## src/rtl/reg_serializer.sv

```systemverilog
// -----------------------------------------------------------------------------
// reg_serializer
//
// Parallel-to-serial transmitter. A word captured on `load` is sent as one
// frame: start bit (0), DATA_W data bits LSB first, then stop bit (1). Each bit
// is held on the line for CLK_DIV clock cycles. All outputs are registered.
//
// Parameters
//   CLK_DIV  clk cycles per serial bit period (2 .. 2^26-1)
//   DATA_W   width of the parallel data word
//
// Ports
//   clk       system clock, rising edge
//   clr       synchronous active-high reset; wins over load
//   load      transmit request, accepted only while ready
//   d         parallel word, captured when load is accepted
//   ready     high while idle and able to accept load
//   sout      serial line, idles high
//   bit_tick  one-cycle strobe on the last cycle of every bit period
//   done      one-cycle pulse on the first idle cycle after a frame
// -----------------------------------------------------------------------------
module reg_serializer #(
    parameter int CLK_DIV = 50000000,
    parameter int DATA_W  = 4
) (
    input  logic              clk,
    input  logic              clr,
    input  logic              load,
    input  logic [DATA_W-1:0] d,
    output logic              ready,
    output logic              sout,
    output logic              bit_tick,
    output logic              done
);

    localparam int IDX_W = (DATA_W > 1) ? $clog2(DATA_W) : 1;
    localparam logic [25:0]      DIV_LAST = 26'(CLK_DIV - 1);
    localparam logic [IDX_W-1:0] IDX_LAST = IDX_W'(DATA_W - 1);

    typedef enum logic [1:0] {
        IDLE,
        START,
        DATA,
        STOP
    } state_t;

    state_t            state, state_next;
    logic [25:0]       div, div_next;
    logic [IDX_W-1:0]  idx, idx_next;
    logic [DATA_W-1:0] shreg, shreg_next;
    logic              wrap;
    logic              sout_next;
    logic              bit_tick_next;
    logic              done_next;

    always_comb begin
        state_next = state;
        div_next   = div;
        idx_next   = idx;
        shreg_next = shreg;
        wrap       = (div == DIV_LAST);

        case (state)
            IDLE: begin
                div_next = '0;
                idx_next = '0;
                if (load) begin
                    shreg_next = d;
                    state_next = START;
                end
            end
            START: begin
                div_next = wrap ? 26'd0 : div + 26'd1;
                if (wrap) begin
                    state_next = DATA;
                end
            end
            DATA: begin
                div_next = wrap ? 26'd0 : div + 26'd1;
                if (wrap) begin
                    shreg_next = shreg >> 1;
                    idx_next   = idx + 1'b1;
                    if (idx == IDX_LAST) begin
                        state_next = STOP;
                    end
                end
            end
            STOP: begin
                div_next = wrap ? 26'd0 : div + 26'd1;
                if (wrap) begin
                    state_next = IDLE;
                end
            end
            default: begin
                state_next = IDLE;
            end
        endcase

        // Outputs are derived from the next state so that, once registered,
        // they line up with the state they describe (no extra cycle of lag).
        case (state_next)
            START:   sout_next = 1'b0;
            DATA:    sout_next = shreg_next[0];
            default: sout_next = 1'b1;
        endcase
        bit_tick_next = (state_next != IDLE) && (div_next == DIV_LAST);
        done_next     = (state == STOP) && (state_next == IDLE);
    end

    always_ff @(posedge clk) begin
        if (clr) begin
            state    <= IDLE;
            div      <= '0;
            idx      <= '0;
            shreg    <= '0;
            sout     <= 1'b1;
            ready    <= 1'b1;
            bit_tick <= 1'b0;
            done     <= 1'b0;
        end else begin
            state    <= state_next;
            div      <= div_next;
            idx      <= idx_next;
            shreg    <= shreg_next;
            sout     <= sout_next;
            ready    <= (state_next == IDLE);
            bit_tick <= bit_tick_next;
            done     <= done_next;
        end
    end

endmodule

```

## config.mk

```make
export PLATFORM = sky130hd
export DESIGN_NAME = reg_serializer
export DESIGN_NICKNAME = d
export VERILOG_FILES = /design/src/rtl/reg_serializer.sv
export SDC_FILE = /design/constraint.sdc
export NUM_CORES = 1
export LEC_CHECK = 0
export ABC_CLOCK_PERIOD_IN_PS = 3100
export BUFFER_PORTS_ARGS = -buffer_cell sky130_fd_sc_hd__buf_2
export CORE_ASPECT_RATIO = 0.75
export CORE_MARGIN = 10
export CORE_UTILIZATION = 35
export CTS_BUF_LIST = sky130_fd_sc_hd__clkbuf_4
export DETAILED_ROUTE_END_ITERATION = 10
export GPL_ROUTABILITY_DRIVEN = 0
export PLACE_DENSITY = 0.62
export SYNTH_ARGS = -nofsm -noshare
export SYNTH_HDL_FRONTEND = slang
export SYNTH_SLANG_ARGS = --single-unit
```

## constraint.sdc

```tcl
create_clock -name clk -period 3.1 [get_ports clk]
set_clock_uncertainty 0.2 [all_clocks]
set_input_delay 0.31 -clock clk [delete_from_list [all_inputs] [get_ports clk]]
set_output_delay 0.31 -clock clk [all_outputs]
set_load 0.01 [all_outputs]
```

# Word level (Yosys, flattened, before mapping)
# Cells that the tools add are included.
# W data, S select, Z words.
[classes] mux=14 reduce_logical=9 add_sub_neg=2 n_eq_ne=10
[op_table] operator="$eq A26 B26 Y1 const B" count=2
[op_table] operator="$pmux W26 S2" count=1
[op_table] operator="$add A26 B1 Y26 const B" count=1
[op_table] operator="$mux W26" count=1
[op_table] operator="$mux W2" count=6
[op_table] operator="$eq A2 B2 Y1 const B" count=4
[op_table] operator="$mux W4" count=2
[op_table] operator="$pmux W2 S4" count=1
[op_table] operator="$pmux W4 S2" count=1
[op_table] operator="$eq A2 B1 Y1 const B" count=2
[op_table] operator="$logic_not A2 Y1" count=2
[op_table] operator="$ne A2 B2 Y1 const B" count=2
[op_table] operator="$pmux W2 S2" count=1
[op_table] operator="$reduce_bool A2 Y1" count=2
[op_table] operator="$reduce_and A3 Y1" count=1
[op_table] operator="$reduce_or A3 Y1" count=1
[op_table] operator="$add A2 B1 Y2 const B" count=1
[op_table] operator="$logic_and A1 B1 Y1" count=2
[op_table] operator="$pmux W1 S2" count=1
[op_table] operator="$reduce_and A2 Y1" count=1
[totals] out_inout_bits=4 word_cells=44 in_bits=7 ff_bits=38

# Depth between registers and ports, before layout
# Gate-level depths: netlist (run 1).
[logic_depth] ltp_word=6 ltp_mapped=9 depth_no_buf=7

# Worst setup path after synthesis (run 1)
# Ideal clock, no wire load.
[synth_path] kind="flip-flop to flip-flop" from="reg div[0]" to="reg bit_tick" period_less_slack_ps=2289 required_time_ps=2839 slack_ps=811 setup_time_ps=61 arrival_time_ps=2028 n_path_buf=1 stages_incl_launch_ff=9 cell_sequence="dfxtp_1 > ha_1 > and3_1 > buf_4 > nand4_1 > or4_1 > a211o_1 > nor2_1 > and4_1"
[synth_via] elab_chain_len=5 word_cells_on_any_way=11 cone_classes="add/sub: 1; eq/ne: 2; mux: 6; reduce/logical: 2"
[synth_lines] element="start, declared" line="48" source="logic [25:0] div, div_next;"
[synth_lines] element="start signal, assigned" line="122" source="div <= div_next;"
[synth_lines] element="$add A26 B1 Y26 or $eq A26 B26 Y1 (tied branches)"
[synth_lines] element="$mux W26 (tied with other cells)" line="73, 79, 89"
[synth_lines] element="$pmux W26 S2 or $pmux W2 S4 (tied branches)" line="63" source="case (state)"
[synth_lines] element="$eq A26 B26 Y1 or $reduce_bool A2 Y1 (tied branches)" line="106" source="bit_tick_next = (state_next != IDLE) && (div_next == DIV_LAST);"
[synth_lines] element="$logic_and A1 B1 Y1 *" line="106"
[synth_lines] element="end signal, assigned" line="127" source="bit_tick <= bit_tick_next;"
[synth_lines] element="end, declared" line="32" source="output logic bit_tick,"
# Every way passes the cells marked *; elsewhere a longest branch is shown, timed or not.
# A chain may end at the register's enable or synchronous reset.

# Final worst setup path (run 1)
# Same ends and word-level chain as after synthesis.

==> results of run 1 <==
## worst reg2reg max path, cell delays in order, from the launching register on
cell and delay, ps:
dfxtp_1 450, ha_1 230, and3_1 270, nand4_1 210, or4_1 510, a211o_1 320, nor2_1 100, and4_1 200
## cell usage in the layout (no fill, tap or decap), types with 3 or more instances in the layout
cell type,n
clkbuf_4,5
nor4_1,5
inv_1,4
nor3_1,7
buf_4,3
a211o_1,3
dfxtp_1,38
nand2_1,15
nor2_1,40
xnor2_1,19
buf_2,10
nand2b_1,4
and3_1,4
nand4_1,7
and4_2,3
a22oi_1,4
and4_1,3
a21oi_1,7
o21ai_0,3
nand3_1,8
xor2_1,7
## state kept, by name, summed over array words and instances (netlist names)
signal,count
bit_tick,1
div,26
done,1
idx,2
ready,1
shreg,4
sout,1
state,2
## where the power goes
part           switching, µW  internal (µW)
Clock                    190            169
Combinational           21.6           15.4
Sequential              6.80            495
## layer usage
layer / GRT usage [%] / vias to the layer above / part of all wire (%)
met5: 0 / - / 0
li1: - / 830 / -
met2: 11.77 / 27 / 39
met1: 13.39 / 745 / 55
met4: 4.785 / 0 / 2.0
met3: 2.901 / 8 / 4.5
## cell families (layout without fill, tap and decap cells)
kind of cell    after synthesis  count (layout)  share of synthesized area [%]
compound gates               28              28                          9.930
xor+xnor                     26              26                          11.66
fa+ha+maj                     2               2                          1.281
buf+inv                      16              26                          4.100
flops                        38              38                          38.95
mux                           1               1                         0.5125
simple gates                116             116                          33.57
## worst max-delay path by stage
| stage | start | endpoint | cells past startpoint |
|---|---|---|---|
| 3_3_place_gp | div[0] | shreg[3] | 7 |
| 4_1_cts | div[0] | bit_tick | 7 |
| 3_5_place_dp | div[0] | bit_tick | 7 |
| 2_1_floorplan | div[0] | bit_tick | 8 |
| 5_1_grt | div[0] | shreg[3] | 7 |
| 6_report | div[0] | bit_tick | 7 |
## per-stage QoR
stage | total power [µW] | cell area [µm²] | hold slack [ps]
2_1_floorplan | 535.0 | 1953 | 204.4
3_3_place_gp | 548.3 | 2054 | 249.4
3_5_place_dp | 549.0 | 2054 | 251.7
4_1_cts | 902.8 | 2147 | 24.05
5_1_grt | 923.4 | 2147 | 42.67
6_report | 897.9 | 2147 | 42.20
## final cells by class
class	instances	area share (%)
clock buffers	5	1.748
clock inverters	3	2.098
inverters	4	0.6993
multi-input cells	173	51.81
flip-flops and latches	38	35.43
well taps	75	4.371
repair buffers	14	3.846
## what timing repair did
action / in CTS / in global routing
endpoints found under the hold margin: 1 / 0
buffers inserted: 0 / 0
setup endpoints to repair: 0 / 0
hold buffers: 1 / 0
==> results.toml, run 1 <==
[critical_path]
crit_type = "flip-flop to flip-flop"
path_cells = "ha_1 -> and3_1 -> nand4_1 -> or4_1 -> a211o_1 -> nor2_1 -> and4_1"
cp_max_fo = 7
endpoint_kind = "flip-flop"
worstReg2RegEnd = "bit_tick"
ff2ff_setup_slack_ps = 570
worstSetupStartpointType = "flip-flop"
crit_path_top_delay_cell = "or4_1"
reg2reg_from = "div[0]"
worstPathArrival_ps = 2640
slowest_delay_ps = 510
cp_top_family = "simple AND/OR/NAND/NOR gates"
cp.required_ps = 3210
crit_buf_inv = 0
r2r_cells = 7

[synth]
syn_inst = 227
async_reset_ff_share_pct = 0
synth.distinct_cells = 46
synth_edf_count = 0
synth_top_area_cell = "dfxtp_1"
ys_warn_count = 0
synth_top_area_share_pct = 38.95
ys_ff_latch = 38
avgSynthCellArea_um2 = 8.604
syn-num-nets = 236
synth_area_leaders = "dfxtp_1 39%, xnor2_1 8.5%, nor2_1 7.7%, xor2_1 3.1%, nand2_1 2.9%"
ys.flop_type = "dfxtp_1"
yosysSeqAreaShare_pct = 38.95
synth_commonest_cells = "40 x nor2_1, 38 x dfxtp_1, 19 x xnor2_1"
synth_most_common_cell = "nor2_1"
synthesis.area_um2 = 1953

[job]
maxCapViolations = 0

[timing]
fin_ws_ps = 572.5
max_freq_mhz = 395.7
period_needed_ps = 2527
rsz0062_at_grt = "false"
worstMarginPinSlew_ps = 631.0
finalSetupTns_ps = 0
setup_violations = 0
hold_violations = 0
relSlewSlack_pct = 57.55
timing.final.crit_share_pct = 81.53
drv_slew = 0

[worst_hold_path]
min_to = "shreg[2]"
min_path_cells = 3
hp-start = "d[2]"
hp-class = "primary input to flip-flop"

[cells_and_area]
area_growth_pct = 9.930
seqCellArea_um2 = 760.7
fin_cells = 312
nets = 245
nFillCells = 562
fin_util_pct = 39.90
drive_gt1_share_pct = 13.92
multiInputGateArea_um2 = 1112
diodes = 0

[floorplanning]
start_util_pct = 36.29
core_um2 = 5381
die_w_um = 106.3
dieArea_um2 = 9000
die_h_um = 84.70
io_pins = 11
num_rows = 23

[clocking]
cts_resized = 0
tritoncts = "done"
ctsRootBufferMaster = "clkbuf_4"
clock_latency_ps = 370
cts_htree_levels = 2
clock_path_buffers = 2
clk_pin_slew_worst_paths_ps = 130
numCtsBuffers = 5
numClockSinks = 38

[power_and_ir_drop]
p_leak_uw = 0.0007122
peakVddDrop_v = 0.0001479
powerDensity_nw_per_um2 = 418.2

[detailed_routing]
drt-total-wl_um = 3977
postRouteAntennaNets = 0
drtIter0Drc = 73
dr_total_vias = 1610
viasPerCell = 5.160
wl_per_cell_um = 12.75
drc = 0
first_pass_iters = 4

[global_routing]
grt_pass1_wl_um = 6824
grt_usage_pct = 9.295
grt_pass1_vias = 1413
antenna_found_initial = 0
gr-total-overflow = 0
grt_max_degree = 16

[run_status]
status = "completed"

[placed_design]
place_hpwl_um = 2901
dp_slack_ps = 605.2
dp.cells = 303
io_buffer_count = 10
No activity file was read; power rests on OpenSTA's default activity.
==> run 2: changes to the inputs <==
--- a/config.mk
+++ b/config.mk
@@ -5,7 +5,8 @@
 export SDC_FILE = /design/constraint.sdc
 export NUM_CORES = 1
 export LEC_CHECK = 0
-export ABC_CLOCK_PERIOD_IN_PS = 3100
+export ABC_AREA = 1
+export ABC_CLOCK_PERIOD_IN_PS = 2500
 export BUFFER_PORTS_ARGS = -buffer_cell sky130_fd_sc_hd__buf_2
 export CORE_ASPECT_RATIO = 0.75
 export CORE_MARGIN = 10
@@ -13,7 +14,7 @@
 export CTS_BUF_LIST = sky130_fd_sc_hd__clkbuf_4
 export DETAILED_ROUTE_END_ITERATION = 10
 export GPL_ROUTABILITY_DRIVEN = 0
-export PLACE_DENSITY = 0.62
+export PLACE_DENSITY = 0.61
 export SYNTH_ARGS = -nofsm -noshare
 export SYNTH_HDL_FRONTEND = slang
 export SYNTH_SLANG_ARGS = --single-unit
==> constraint.sdc (replaced) <==
create_clock -name clk -period 2.5 [get_ports clk]
set_clock_uncertainty 0.2 [all_clocks]
set_input_delay 0.25 -clock clk [delete_from_list [all_inputs] [get_ports clk]]
set_output_delay 0.25 -clock clk [all_outputs]
set_load 0.01 [all_outputs]
==> run 2 against run 1 <==
Net effect: die area up 9.7%; utilization rose by 1.8 points; sequential share of layout area fell by 4.7 points; routed wire length is 27% higher; critical endpoint unchanged; worst hold slack better by 45 ps; via count increased by 28%; final cell count increased by 37%; combinational power grew 84%; sequential power is 24% higher; register-to-register slack lost 190 ps; first-iteration DRC count up 41%; clock-buffer cell count unchanged.
==> results.toml, run 2 <==
[run_status]
status = "completed"

[detailed_routing]
dr_total_vias = 2065
first_pass_iters = 4
wl_per_cell_um = 11.84
drc = 0
postRouteAntennaNets = 0
drt-total-wl_um = 5066
drtIter0Drc = 103
viasPerCell = 4.825

[critical_path]
slowest_delay_ps = 400
endpoint_kind = "flip-flop"
crit_type = "flip-flop to flip-flop"
ff2ff_setup_slack_ps = 390
worstPathArrival_ps = 2190
r2r_cells = 12
path_cells = "ha_1 -> nand3_2 -> clkinv_4 -> nand2_4 -> nor2_4 -> nand2_4 -> nand2_2 -> a21oi_1 -> o21ai_0 -> nor2_1 -> nand3_1 -> nor2_1"
worstSetupStartpointType = "flip-flop"
crit_path_top_delay_cell = "dfxtp_1"
cp.required_ps = 2580
reg2reg_from = "div[1]"
cp_max_fo = 8
worstReg2RegEnd = "bit_tick"

[global_routing]
grt_usage_pct = 11.01
antenna_found_initial = 0
gr-total-overflow = 0
grt_pass1_wl_um = 8970
grt_pass1_vias = 1886
grt_max_degree = 22

[synth]
synth_top_area_cell = "dfxtp_1"
ys_ff_latch = 38
synth_edf_count = 0
ys_warn_count = 0
async_reset_ff_share_pct = 0
syn-num-nets = 340
synth_top_area_share_pct = 34.64
synth_most_common_cell = "nand2_1"
synth.distinct_cells = 33
synthesis.area_um2 = 2196
synth_area_leaders = "dfxtp_1 35%, nand2_1 15%, nor2_1 9.4%, nand3_1 5.7%, inv_1 5.5%"
syn_inst = 331
synth_commonest_cells = "88 x nand2_1, 55 x nor2_1, 38 x dfxtp_1"
yosysSeqAreaShare_pct = 34.64
avgSynthCellArea_um2 = 6.634
ys.flop_type = "dfxtp_1"

[clocking]
ctsRootBufferMaster = "clkbuf_4"
cts_resized = 0
tritoncts = "done"
clock_latency_ps = 370
clock_path_buffers = 2
clk_pin_slew_worst_paths_ps = 120
cts_htree_levels = 2
numClockSinks = 38
numCtsBuffers = 5

[power_and_ir_drop]
p_leak_uw = 0.0009432
total_power_uw = 1230
peakVddDrop_v = 0.0002753
powerDensity_nw_per_um2 = 496.4

[job]
maxCapViolations = 0

[worst_hold_path]
min_to = "div[14]"
hp-start = "clr"
min_path_cells = 2
hp-class = "primary input to flip-flop"

[cells_and_area]
area_growth_pct = 12.82
top_register = "div"
fin_util_pct = 41.67
diodes = 0
final_cell_mix = "88 x nand2_1, 55 x nor2_1, 38 x dfxtp_1"
drive_gt1_share_pct = 16.00
nets = 358
top_regs = "div (26), shreg (4)"
largest_register_ffs = 26
final_common_cell = "nand2_1"

[floorplanning]
io_pins = 11
num_rows = 24
die_h_um = 88.60
start_util_pct = 36.93
core_um2 = 5946
dieArea_um2 = 9875
die_w_um = 111.5

[timing]
worstMarginPinSlew_ps = 457.5
max_freq_mhz = 473.4
finalSetupTns_ps = 0
rsz0062_at_grt = "false"
setup_violations = 0
hold_violations = 0
drv_slew = 0
relSlewSlack_pct = 69.43
fin_ws_ps = 387.5
period_needed_ps = 2113
timing.final.crit_share_pct = 84.50
worst_hold_slack_ps = 86.83

[placed_design]
io_buffer_count = 10
place_hpwl_um = 3993
dp_slack_ps = 424.6
run 2: cell types whose count changed after synthesis, moves of 5 or more:
cell / change
nand2_1: +73
nor2_4: +9
nor2_2: +6
inv_1: +28
nand3_1: +17
nor2_1: +15
xor2_1: -6
nor3_1: +5
xnor2_1: -18
buf_2: -6
nand2_2: +8
run 2: cell type report:
class | instances | area [µm²]
Inverter | 38 | 148.9
Fill cell | 641 | 3468
Timing Repair Buffer | 14 | 90.09
Sequential cell | 38 | 760.7
Multi-Input combinational cell | 252 | 1274
Clock buffer | 5 | 37.54
Clock inverter | 3 | 68.82
Tap cell | 78 | 97.59
run 2: kinds of logic (layout without fill, tap and decap cells):
kind of cell / after synthesis / after routing / share of synthesized area (%)
AOI/OAI and AO/OA: 27 / 27 / 7.521
buffers and inverters: 41 / 60 / 7.350
adders and majority gates: 2 / 2 / 1.139
DFF: 38 / 38 / 34.64
xor gates and xnor gates: 2 / 2 / 0.7979
and+or+nand+nor: 221 / 221 / 48.55
run 2: power by group:
group          switching, µW  total [µW]  internal [µW]
sequential              5.36         620            614
clock                    229         542            313
combinational           44.7        68.2           23.5
total                    279        1230            951
run 2: stage by stage:
stage / cells / instance area (µm²)
final: 428 / 2477
after detailed placement: 416 / 2331
after CTS: 428 / 2477
after global routing: 428 / 2477
after floorplan: 331 / 2196
after global placement: 416 / 2331
run 2: what timing repair did:
action / 4_1_cts / 5_1_grt
setup endpoints to repair: 0 / 0
endpoints found under the hold margin: 4 / 0
hold buffers: 4 / 0
setup buffers: 0 / 0
run 2: worst max path at each step:
stage	startpoint	to	slack [ps]	cells after the start
final	div[1]	bit_tick	390	12
after global routing	div[1]	bit_tick	140	12
after CTS	div[1]	bit_tick	390	12
after detailed placement	div[1]	bit_tick	420	12
after global placement	div[1]	bit_tick	470	12
after floorplan	div[1]	sout	650	12
run 2: critical path: cells and delay by family (launching register included):
family          cells  cell delay (ps)
flops               1              400
compound gates      2              170
fa+ha+maj           1              240
simple gates        8              890
buf+inv             1              120
run 2: layer usage:
metal  share of wire (%)  routed length, µm  track usage, %
met1                  55               2775           15.32
met2                  39               1978           15.72
met3                 5.2                263           3.786
met4                0.95                 48           2.794
met5                   0                  0               0
==> run 3: changes to the inputs <==
--- a/config.mk
+++ b/config.mk
@@ -5,8 +5,8 @@
 export SDC_FILE = /design/constraint.sdc
 export NUM_CORES = 1
 export LEC_CHECK = 0
-export ABC_AREA = 1
-export ABC_CLOCK_PERIOD_IN_PS = 2500
+export ABC_AREA = 0
+export ABC_CLOCK_PERIOD_IN_PS = 2100
 export BUFFER_PORTS_ARGS = -buffer_cell sky130_fd_sc_hd__buf_2
 export CORE_ASPECT_RATIO = 0.75
 export CORE_MARGIN = 10
@@ -14,7 +14,7 @@
 export CTS_BUF_LIST = sky130_fd_sc_hd__clkbuf_4
 export DETAILED_ROUTE_END_ITERATION = 10
 export GPL_ROUTABILITY_DRIVEN = 0
-export PLACE_DENSITY = 0.61
+export PLACE_DENSITY = 0.62
 export SYNTH_ARGS = -nofsm -noshare
 export SYNTH_HDL_FRONTEND = slang
 export SYNTH_SLANG_ARGS = --single-unit
==> constraint.sdc (replaced) <==
create_clock -name clk -period 2.1 [get_ports clk]
set_clock_uncertainty 0.2 [all_clocks]
set_input_delay 0.21 -clock clk [delete_from_list [all_inputs] [get_ports clk]]
set_output_delay 0.21 -clock clk [all_outputs]
set_load 0.01 [all_outputs]
==> run 3 against run 2 <==
Net effect: the run now ends with negative setup slack left; critical path type unchanged; routed wire length fell by 11%; combinational power grew 8.1%; worst setup slack got worse by 490 ps; fmax shrank 3.9%; clock-buffer cell count is 1 higher; sequential power up 19%; design area is 2.7% higher; final cell count shrank 16%; utilization is 5.6 points higher; critical path depth decreased by 5.
==> results.toml, run 3 (same netlist as run 1, synthesis figures left out) <==
[critical_path]
reg2reg_from = "div[1]"
cp_max_fo = 4
endpoint = "bit_tick"
worstReg2RegEnd = "bit_tick"
cp_top_family = "simple AND/OR/NAND/NOR gates"
crit_cells = 7
ff2ff_setup_slack_ps = -100
endpoint_kind = "flip-flop"
path_cells = "ha_4 -> and3_4 -> nand4_1 -> or4_1 -> a211o_1 -> nor2_1 -> and4_1"
worstPathArrival_ps = 2300
crit_path_top_delay_cell = "or4_1"
startpoint = "div[1]"
r2r_cells = 7
crit_type = "flip-flop to flip-flop"
cp.required_ps = 2200
worstSetupStartpointType = "flip-flop"
slowest_delay_ps = 500
crit_buf_inv = 0

[floorplanning]
num_rows = 23
dieArea_um2 = 9000
die_w_um = 106.3
io_pins = 11
die_h_um = 84.70
start_util_pct = 36.29
core_um2 = 5381

[global_routing]
grt_pass1_wl_um = 7610
grt_max_degree = 15
antenna_found_initial = 0
grt_pass1_vias = 1549
grt_usage_pct = 10.38
gr-total-overflow = 0

[cells_and_area]
seqCellArea_um2 = 770.7
largest_register_ffs = 26
top_regs = "div (26), shreg (4)"
diodes = 0
nFillCells = 519
multiInputGateArea_um2 = 1167
final_common_cell = "buf_4"
area_growth_pct = 30.24
nets = 293
final_cell_mix = "49 x buf_4, 40 x nor2_1, 34 x dfxtp_1"
top_register = "div"
drive_gt1_share_pct = 30.28

[timing]
setup_violations = 1
relSlewSlack_pct = 75.10
timing.final.crit_share_pct = 104.7
rsz0062_at_grt = "true"
finalSetupTns_ps = -97.75
max_freq_mhz = 455.0
fin_ws_ps = -97.75
period_needed_ps = 2198
worstMarginPinSlew_ps = 364.1
hold_violations = 0
drv_slew = 0

[placed_design]
io_buffer_count = 10
dp_slack_ps = -146.0
place_hpwl_um = 3386

[clocking]
ctsRootBufferMaster = "clkbuf_4"
numCtsBuffers = 5
clock_latency_ps = 360
clk_pin_slew_worst_paths_ps = 120
clock_path_buffers = 2
numClockSinks = 38
tritoncts = "done"
cts_htree_levels = 2

[detailed_routing]
drt-total-wl_um = 4505
wl_met2_um = 1915
wl_per_cell_um = 12.55
dr_wl_met3_um = 125
drc = 0
routed.top_layer = "met4"
drtIter0Drc = 109
postRouteAntennaNets = 0
first_pass_iters = 4
wl_met1_um = 2385
dr_total_vias = 1729
viasPerCell = 4.816

[power_and_ir_drop]
p_leak_uw = 0.0009642
peakVddDrop_v = 0.0002768
total_power_uw = 1191
powerDensity_nw_per_um2 = 468.4

[worst_hold_path]
hp-class = "primary input to flip-flop"
min_path_cells = 3

[job]
maxCapViolations = 0

[run_status]
status = "finished with violations"
violations = "negative setup slack"
==> run 3: worst min path at each step <==
stage                to     start
4_1_cts        shreg[2]       clr
3_3_place_gp   shreg[1]  shreg[1]
6_report       shreg[1]       clr
2_1_floorplan     ready       clr
5_1_grt          idx[1]       clr
3_5_place_dp   shreg[1]  shreg[1]
==> run 3: routing by layer <==
metal	track usage [%]	vias to the layer above
li1	-	923
met1	14.49	783
met2	14.18	17
met3	3.206	6
met4	4.417	0
met5	0	-
==> run 3: metrics by stage <==
| stage | hold WS [ps] | util [%] | cells | area (µm²) |
|---|---|---|---|---|
| 6_report | 26.49 | 47.27 | 359 | 2544 |
| 5_1_grt | 28.96 | 47.27 | 359 | 2544 |
| 3_3_place_gp | 240.2 | 44.55 | 346 | 2397 |
| 3_5_place_dp | 250.7 | 44.55 | 346 | 2397 |
| 2_1_floorplan | 104.4 | - | 227 | 1976 |
| 4_1_cts | 12.94 | 46.50 | 358 | 2502 |
==> run 3: timing repair <==
item | in CTS | in global routing
endpoints found under the setup margin | 2 | 35
endpoints found under the hold margin | 3 | 0
hold buffers | 3 | 0
pin swaps | 0 | 1
gates resized for setup | 4 | 6
buffers inserted | 2 | 1
==> run 3: power by group <==
part / leakage (µW) / internal [µW] / switching, µW
Sequential: 0.000310 / 729 / 5.36
Combinational: 0.000625 / 34.1 / 39.7
Clock: 0.0000292 / 135 / 248
==> run 3: worst register-to-register path: cells and delay by family (launching register included) <==
family | cells | cell delay, ps
fa+ha+maj | 1 | 130
compound gates | 1 | 280
simple gates | 5 | 1140
flops | 1 | 380
==> run 3: cell type report <==
type | count | share of cell area (%)
Multi-Input combinational cell | 173 | 45.89
Timing Repair Buffer | 62 | 17.61
Sequential cell | 38 | 30.30
Inverter | 4 | 0.5903
Clock buffer | 6 | 1.771
Clock inverter | 1 | 0.1476
Tap cell | 75 | 3.689
